==> src/rtl/se_global_avg_pool_pkg.sv <==
// Shared SE definitions: pooling FSM states, reciprocal constant and signed saturation,
// reused by the squeeze, excite and scale stages.
package se_global_avg_pool_pkg;

    typedef enum logic {
        ACCUM = 1'b0,
        DRAIN = 1'b1
    } se_pool_state_t;

    // round(2^shift / npix) using integer arithmetic only, so it folds at elaboration
    function automatic int recip_const(input int npix, input int shift);
        return ((32'sd1 <<< shift) + npix / 2) / npix;
    endfunction

    function automatic longint sat_signed(input longint value, input int width);
        longint hi;
        longint lo;
        hi = (64'sd1 <<< (width - 1)) - 64'sd1;
        lo = -(64'sd1 <<< (width - 1));
        if (value > hi) return hi;
        if (value < lo) return lo;
        return value;
    endfunction

endpackage

==> src/rtl/se_recip_scale.sv <==
// Registered sum * reciprocal, floor shift and saturate; one cycle latency, no backpressure.
// out_dat holds its last value when no beat is presented.
module se_recip_scale
    import se_global_avg_pool_pkg::*;
#(
    parameter int ACC_W       = 23,
    parameter int DATA_WIDTH  = 16,
    parameter int RECIP       = 1337,
    parameter int RECIP_SHIFT = 16
) (
    input  logic                         clk,
    input  logic                         rst,
    input  logic                         in_vld,
    input  logic                         in_last,
    input  logic signed [ACC_W-1:0]      in_dat,
    output logic                         out_vld,
    output logic                         out_last,
    output logic signed [DATA_WIDTH-1:0] out_dat
);

    localparam int RECIP_W = RECIP_SHIFT + 1;
    localparam int PROD_W  = ACC_W + RECIP_W;
    localparam logic signed [RECIP_W-1:0] RECIP_C = RECIP_W'(RECIP);

    logic signed [PROD_W-1:0]     prod;
    logic signed [PROD_W-1:0]     shifted;
    logic                         out_vld_q, out_vld_d;
    logic                         out_last_q, out_last_d;
    logic signed [DATA_WIDTH-1:0] out_dat_q, out_dat_d;

    always_comb begin
        prod       = PROD_W'(in_dat) * PROD_W'(RECIP_C);
        // arithmetic shift floors toward -inf, matching the average rounding rule
        shifted    = prod >>> RECIP_SHIFT;
        out_vld_d  = in_vld;
        out_last_d = in_vld && in_last;
        out_dat_d  = out_dat_q;
        if (in_vld) begin
            out_dat_d = DATA_WIDTH'(sat_signed(64'(shifted), DATA_WIDTH));
        end
    end

    always_ff @(posedge clk or posedge rst) begin
        if (rst) begin
            out_vld_q  <= 1'b0;
            out_last_q <= 1'b0;
            out_dat_q  <= '0;
        end else begin
            out_vld_q  <= out_vld_d;
            out_last_q <= out_last_d;
            out_dat_q  <= out_dat_d;
        end
    end

    assign out_vld  = out_vld_q;
    assign out_last = out_last_q;
    assign out_dat  = out_dat_q;

endmodule

==> src/rtl/se_global_avg_pool.sv <==
// SE squeeze: per-channel sum over HEIGHT*WIDTH pixels, then serial scaled averages 2 cycles
// after the last element; input stalls (in_ready=0) for the CHANNELS-cycle drain, output never stalls.
module se_global_avg_pool
    import se_global_avg_pool_pkg::*;
#(
    parameter int DATA_WIDTH  = 16,
    parameter int CHANNELS    = 16,
    parameter int HEIGHT      = 7,
    parameter int WIDTH       = 7,
    parameter int RECIP_SHIFT = 16
) (
    input  logic                         clk,
    input  logic                         rst,
    input  logic signed [DATA_WIDTH-1:0] in_data,
    input  logic                         in_valid,
    output logic                         in_ready,
    output logic signed [DATA_WIDTH-1:0] out_data,
    output logic                         out_valid,
    output logic                         out_last,
    output logic                         busy
);

    localparam int NPIX  = HEIGHT * WIDTH;
    localparam int ACC_W = DATA_WIDTH + $clog2(NPIX) + 1;
    localparam int RECIP = recip_const(NPIX, RECIP_SHIFT);
    localparam int CH_W  = (CHANNELS > 1) ? $clog2(CHANNELS) : 1;
    localparam int PIX_W = (NPIX > 1) ? $clog2(NPIX) : 1;
    localparam logic [CH_W-1:0]  CH_LAST  = CH_W'(CHANNELS - 1);
    localparam logic [PIX_W-1:0] PIX_LAST = PIX_W'(NPIX - 1);

    se_pool_state_t          state_q, state_d;
    logic [CH_W-1:0]         ch_cnt_q, ch_cnt_d;
    logic [CH_W-1:0]         rd_idx_q, rd_idx_d;
    logic [PIX_W-1:0]        pix_cnt_q, pix_cnt_d;
    logic signed [ACC_W-1:0] acc_q [CHANNELS];
    logic signed [ACC_W-1:0] acc_d [CHANNELS];
    logic                    rd_vld_q, rd_vld_d;
    logic                    rd_last_q, rd_last_d;
    logic signed [ACC_W-1:0] rd_dat_q, rd_dat_d;
    logic                    xfer;
    logic                    frame_done;
    logic                    drain_done;

    always_ff @(posedge clk or posedge rst) begin
        if (rst) state_q <= ACCUM;
        else     state_q <= state_d;
    end

    assign xfer       = in_valid && in_ready;
    assign frame_done = xfer && (ch_cnt_q == CH_LAST) && (pix_cnt_q == PIX_LAST);
    assign drain_done = (state_q == DRAIN) && (rd_idx_q == CH_LAST);

    always_comb begin
        state_d = state_q;
        case (state_q)
            ACCUM:   if (frame_done) state_d = DRAIN;
            DRAIN:   if (drain_done) state_d = ACCUM;
            default: state_d = ACCUM;
        endcase
    end

    always_comb begin
        in_ready = (state_q == ACCUM);
        busy     = (state_q == DRAIN) || (ch_cnt_q != '0) || (pix_cnt_q != '0);
    end

    always_comb begin
        ch_cnt_d  = ch_cnt_q;
        pix_cnt_d = pix_cnt_q;
        rd_idx_d  = rd_idx_q;
        acc_d     = acc_q;
        rd_vld_d  = 1'b0;
        rd_last_d = 1'b0;
        rd_dat_d  = rd_dat_q;
        if (xfer) begin
            acc_d[ch_cnt_q] = acc_q[ch_cnt_q] + ACC_W'(in_data);
            if (ch_cnt_q == CH_LAST) begin
                ch_cnt_d  = '0;
                pix_cnt_d = (pix_cnt_q == PIX_LAST) ? '0 : pix_cnt_q + PIX_W'(1);
            end else begin
                ch_cnt_d = ch_cnt_q + CH_W'(1);
            end
            if (frame_done) rd_idx_d = '0;
        end
        // each sum is cleared as it is read so the next frame starts from zero
        if (state_q == DRAIN) begin
            rd_vld_d        = 1'b1;
            rd_last_d       = (rd_idx_q == CH_LAST);
            rd_dat_d        = acc_q[rd_idx_q];
            acc_d[rd_idx_q] = '0;
            rd_idx_d        = drain_done ? '0 : rd_idx_q + CH_W'(1);
        end
    end

    always_ff @(posedge clk or posedge rst) begin
        if (rst) begin
            ch_cnt_q  <= '0;
            pix_cnt_q <= '0;
            rd_idx_q  <= '0;
            rd_vld_q  <= 1'b0;
            rd_last_q <= 1'b0;
            rd_dat_q  <= '0;
            for (int i = 0; i < CHANNELS; i++) acc_q[i] <= '0;
        end else begin
            ch_cnt_q  <= ch_cnt_d;
            pix_cnt_q <= pix_cnt_d;
            rd_idx_q  <= rd_idx_d;
            rd_vld_q  <= rd_vld_d;
            rd_last_q <= rd_last_d;
            rd_dat_q  <= rd_dat_d;
            for (int i = 0; i < CHANNELS; i++) acc_q[i] <= acc_d[i];
        end
    end

    se_recip_scale #(
        .ACC_W       (ACC_W),
        .DATA_WIDTH  (DATA_WIDTH),
        .RECIP       (RECIP),
        .RECIP_SHIFT (RECIP_SHIFT)
    ) u_scale (
        .clk      (clk),
        .rst      (rst),
        .in_vld   (rd_vld_q),
        .in_last  (rd_last_q),
        .in_dat   (rd_dat_q),
        .out_vld  (out_valid),
        .out_last (out_last),
        .out_dat  (out_data)
    );

endmodule
==> config.mk <==
export PLATFORM = sky130hd
export DESIGN_NAME = se_global_avg_pool
export DESIGN_NICKNAME = d
export VERILOG_FILES = /design/src/rtl/se_global_avg_pool_pkg.sv /design/src/rtl/se_recip_scale.sv /design/src/rtl/se_global_avg_pool.sv
export SDC_FILE = /design/constraint.sdc
export NUM_CORES = 2
export LEC_CHECK = 0
export ABC_AREA = 1
export BUFFER_PORTS_ARGS = -buffer_cell sky130_fd_sc_hd__buf_2
export CORE_ASPECT_RATIO = 0.8
export CORE_MARGIN = 2
export CORE_UTILIZATION = 35
export DETAILED_ROUTE_END_ITERATION = 10
export HOLD_SLACK_MARGIN = 0.15
export PLACE_DENSITY = 0.54
export SLEW_MARGIN = 20
export SYNTH_ARGS = -nofsm -noshare
export SYNTH_HDL_FRONTEND = slang
export SYNTH_SLANG_ARGS = --single-unit
==> constraint.sdc <==
create_clock -name clk -period 16.5 [get_ports clk]
set_input_delay 0.825 -clock clk [delete_from_list [all_inputs] [get_ports clk]]
set_output_delay 0.825 -clock clk [all_outputs]
set_load 0.01 [all_outputs]
* Word level (Yosys, flattened, before mapping)
Index checks and enable logic that the tools add are counted.
Word-level totals: memories 0, ROM bits 0, memory bits (writable) 0, bits in latches 0, bits in registers 426
Operators by class: reduce and logical (&&, ||, !) cells 15, multipliers 1, magnitude comparators 6, eq/ne operators 3, bitwise operators 5, shift operators 0, multiplexer cells 33, add/sub/neg operators 4, divide/modulo/power cells 0
Operators by type and width (count):
- $mux W368 | 2
- $and A368 B368 Y368 | 1
- $bwmux W368 | 1
- $not A368 Y368 | 1
- $bmux W23 S4 | 2
- $demux W23 S4 | 2
- $mux W23 | 6
- $mux W16 | 3
- $mul A23 B12 Y35 const B | 1
- $add A23 B16 Y23 | 1
- $mux W4 | 5
- $gt A19 B16 Y1 const B | 1
- $lt A19 B16 Y1 const B | 1
- $mux W15 | 1
- $ge A5 B5 Y1 const B | 2
- $lt A5 B1 Y1 const B | 2
- $not A4 Y5 | 2
- $mux W1 | 9
- $add A4 B1 Y4 const B | 2
- $eq A4 B4 Y1 const B | 2
- $logic_and A1 B1 Y1 | 7
- $add A6 B1 Y6 const B | 1
- $eq A6 B6 Y1 const B | 1
- $mux W6 | 1
- 7 further kinds | 10

* Logic depth before layout (Yosys ltp)
depth in word-level cells 9, mapped depth 26, depth with buffers taken out 25

* Hierarchy
Synthesis repeated with hierarchy kept, for this count alone.
Unflattened totals: cell total of the unflattened synthesis 4510, area total of the unflattened synthesis 31629.1 um^2
By module, submodules not included:
- se_global_avg_pool | instances 1, seq. area each 10209.8 um^2, area an instance 25628.3 um^2, cells each 3758
- se_recip_scale | instances 1, seq. area each 450.4 um^2, area an instance 6000.8 um^2, cells each 752

* Least setup slack after synthesis
No wires, ideal clock.
path type register to register, start point reg rd_dat_q[22], end point reg u_scale.out_dat_q[0] (netlist: u_scale.out_dat[0]), slack 11.899 ns, stages on the path, launching flop included 20, data arrival time 4.478 ns, setup time 0.124 ns, path buffers 1, data required time 16.376 ns, cells stage by stage dfrtp_1 > fa_1 > ha_1 > fa_1 > fa_1 > inv_1 > fa_1 > inv_1 > ha_1 > nand2_1 > nand2_1 > a31oi_1 > o21ai_1 > a21oi_1 > nand2_1 > nand2_1 > nand3_2 > nand2_2 > buf_2 > a21oi_1
Between the ends: longest elaborated chain between the ends 7, elaborated cells on any way between the ends 12, classes of those cells 1 x mul; 2 x order compare; 9 x mux
Ends and longest elaborated chain:
- from (decl) | line se_global_avg_pool.sv:39 | logic signed [ACC_W-1:0] rd_dat_q, rd_dat_d;
- from (signal assigned) | line se_global_avg_pool.sv:110 | rd_dat_q <= rd_dat_d;
- $mul A23 B12 Y35 (*) | line se_recip_scale.sv:32 | prod = PROD_W'(in_dat) * PROD_W'(RECIP_C);
- $lt A19 B16 Y1 | line se_global_avg_pool_pkg.sv:21 | if (value < lo) return lo;
- $mux W1 (2 in series) | line se_global_avg_pool_pkg.sv:21
- $mux W1 | line se_recip_scale.sv:38 | if (in_vld) begin
- $mux W16 | line se_global_avg_pool_pkg.sv:22 | return value;
- $mux W16 (*) | line se_global_avg_pool_pkg.sv:21
- to (signal assigned) | line se_recip_scale.sv:51 | out_dat_q <= out_dat_d;
- to (decl) | line se_recip_scale.sv:29 | logic signed [DATA_WIDTH-1:0] out_dat_q, out_dat_d;
Mark *: on every way between the ends. The rest lies on a longest branch, timed or not. The select of a mux whose other input is x is not followed. A chain may end at the register's enable or synchronous reset.

==> impl_results.md <==
- Status: finished clean
- Synth Instances: 4202
- Routed len/inst: 22.38 µm
- Num CTS Buffers: 49
- Clock Sinks: 426
- Setup TNS: 0 ns
- RSZ-0062 raised after global routing: false
- CP Cell Sequence: buf_4 -> buf_4 -> a21oi_1 -> o21ai_0 -> o21ai_0 -> nand2_1 -> nand4_1 -> ha_1 -> fa_1 -> nand2_1 -> o21ai_2 -> nand3_1 -> nand2_1 -> nand3b_1 -> nand3_1 -> nand3_1 -> o211ai_1 -> inv_1
- CP arrival: 6.78 ns
- Final setup fails: 0
- Die W: around 340 µm
- Hold buffer count at CTS: 0
- Max-cap violations: 0
- Register area share after synthesis: 34.71%
- Cell taking the most area after synthesis: dfrtp_1
- CTS Buffer Depth: 3
- Total die area: approximately 90000 µm²
- Drt drc: 0
- Via count: 28920
- Antenna violation net count after detailed routing: 0
- Starting Density: a little over a third
- Clk Tree Root Cell: clkbuf_16
- Cell Rows: 97
- Pins Over Slew Limit: 0
- GRT Total Usage: 25.83%
- Synth Register Bits: around 430
- Yosys warnings: 0
- Layout Nets: 4338
- Top cell type's share of synthesized area: a little over a third
- TritonRoute pass-1 iters: 5
- Met3 WL: 12660 µm
- Detailed Route Iter0 Violations: roughly 3300
- Final WL: 117700 µm
- Vias per inst: about 5.5
- Maximum level of the CTS H-tree: 2
- WP data required: 17.05 ns
- Slew Limit Headroom: between 10% and 20%
- Worst Path Max Fanout: 83
- Final min period: 6.230 ns
- IO Port Bufs: 38
- Worst path slowest cell: nand3_1
- Post-Syn Area: around 31000 µm²
- Core area: 87260 µm²
- Gp weighted congestion: 0.9378
- Worst skew pair latency: 0.64 ns
- Placed Cells: 5170
- Ranking of synthesized cells by area: dfrtp_1 35%, o21ai_0 11%, a21oi_1 10%, inv_1 8.7%, ha_1 6.1%
- GRT overflow: 0
- Post-CTS resize count: 0
- Met1 WL: 53270 µm
- Clock Pin Slew Worst Setup and Hold Paths: 0.06 ns
- Fin crit share: 37.75%
- Syn nets: 4456
- Max incr delay on CP: approximately 0.9 ns
- Most frequent cells in the layout: 707 x inv_1, 646 x o21ai_0, 613 x a21oi_1
- Final Util: 38.21%
- EDFF count, synth: 0
- Layout Skew: 0.03776 ns
- Largest net degree at the start of global routing: 94
- Setup bufs post-CTS: 0
- Met2 wire len: between 40000 and 50000 µm
- Yosys cell types: 51
- CP Launch Type: flip-flop
- Main synth FF type: dfrtp_1
- Highest routing layer actually used: met4
- CP Capture Type: flip-flop
- Slew @ Worst Pin: 1.261 ns
- Global-route wire length before repair: around 180000 µm
- Final hold viol count: 0
- Worst Hold Slack: 0.2463 ns
- Max Fclk: around 160 MHz
- Class of the worst hold path: input pin to async pin
- Crit path buf inv count: 3
- CTS tree: yes
- Crit-path leading delay family: simple AND/OR/NAND/NOR gates
- Most common cell after layout, fill and taps aside: inv_1
- Setup CP Type: flip-flop to flip-flop
- Die Y: roughly 270 µm
- Initial antenna violation count: 1
- Layout cell share with drive strength beyond 1: 6.162%
- Finished Layout Cells: 5261
- Vias in the first global route: 26930
- DPL Wire Length: 79680 µm
- Fraction of registers with async set/reset: 100.0%
- Area delta synth->final: 8.542%
- IO Pins: 39
- Mean Syn Cell Area: around 7.3 µm²
logic make-up (layout without fill, tap and decap cells):
group                    count (synthesis)  count (layout)  share of synthesized area (%)
AND/OR/NAND/NOR                       1026            1026                          14.11
buffers and inverters                 1003             923                          12.73
other                                    0               1                              0
XOR/XNOR                                26              26                         0.8514
flip-flops                             426             426                          34.71
AO/OA/AOI/OAI                         1486            1486                          25.93
adder cells (fa/ha/maj)                235             235                          11.67
worst register-to-register path: stages, from the launching register on:
cell and delay [ns]:
dfrtp_4 0.85, buf_4 0.82, buf_4 0.77, a21oi_1 0.18, o21ai_0 0.10, o21ai_0 0.26, nand2_1 0.18, nand4_1 0.19
ha_1 0.29, fa_1 0.46, nand2_1 0.13, o21ai_2 0.11, nand3_1 0.10, nand2_1 0.08, nand3b_1 0.13, nand3_1 0.90
nand3_1 0.40, o211ai_1 0.12, inv_1 0.08
Yosys cell counts (7+ instances only):
cell type and number:
inv_1 710, o21ai_0 646, a21oi_1 613, dfrtp_1 426
nor2_1 417, nand2_1 338, nand3_1 190, clkbuf_1 171
ha_1 149, o211ai_1 134, fa_1 86, buf_2 85
o21ai_1 20, or4_1 16, xor2_1 16, inv_2 15
nand4_1 15, a211oi_1 14, nor3_1 14, nor2_2 13
buf_1 11, o22ai_1 9, a21o_1 8, a41oi_1 8
o21bai_1 8, xnor2_1 7
path summary, 6_finish.rpt:
path                        startpoint                to  slack [ns]  cells past startpoint
max                        ch_cnt_q[0]        acc_q[152]       10.27                     18
min                                rst        acc_q[152]        0.25                      2
max reg2reg                ch_cnt_q[0]        acc_q[152]       10.27                     18
min reg2reg                  rd_last_q  u_scale.out_last        0.47                      2
max in group asynchronous          rst        acc_q[367]       12.77                      7
min in group clk             rd_last_q  u_scale.out_last        0.47                      2
layer usage:
| layer | track usage, % | up-vias |
|---|---|---|
| met5 | 0 | - |
| li1 | - | 13630 |
| met1 | 37.05 | 13860 |
| met3 | 7.652 | 187 |
| met2 | 37.22 | 1243 |
| met4 | 7.684 | 0 |
layout make-up:
cell class,count,area [µm²]
Clock buffer,70,1405
Clock inverter,19,182.7
Sequential cell,426,10680
Multi-Input combinational cell,2773,16180
Inverter,728,2745
Timing Repair Buffer,106,720.7
Tap cell,1138,1424
Antenna cell,1,2.502
Fill cell,9154,53920
stage by stage:
step	cell area, µm²	setup slack [ns]
5_1_grt	33340	9.905
4_1_cts	33300	10.52
2_1_floorplan	30720	3.813
3_5_place_dp	31710	10.58
3_3_place_gp	31710	10.54
6_report	33340	10.27
registers in the layout, indices dropped and copies added (netlist names):
register	count
rd_vld_q	1
u_scale.out_dat	16
u_scale.out_last	1
rd_idx_q	4
ch_cnt_q	4
u_scale.out_vld	1
pix_cnt_q	6
acc_q	368
rd_last_q	1
rd_dat_q	23
state_q	1
Power is left out: the tool's default activity adds up to more than one toggle a clock period on the data nets, which glitch-free logic cannot reach.
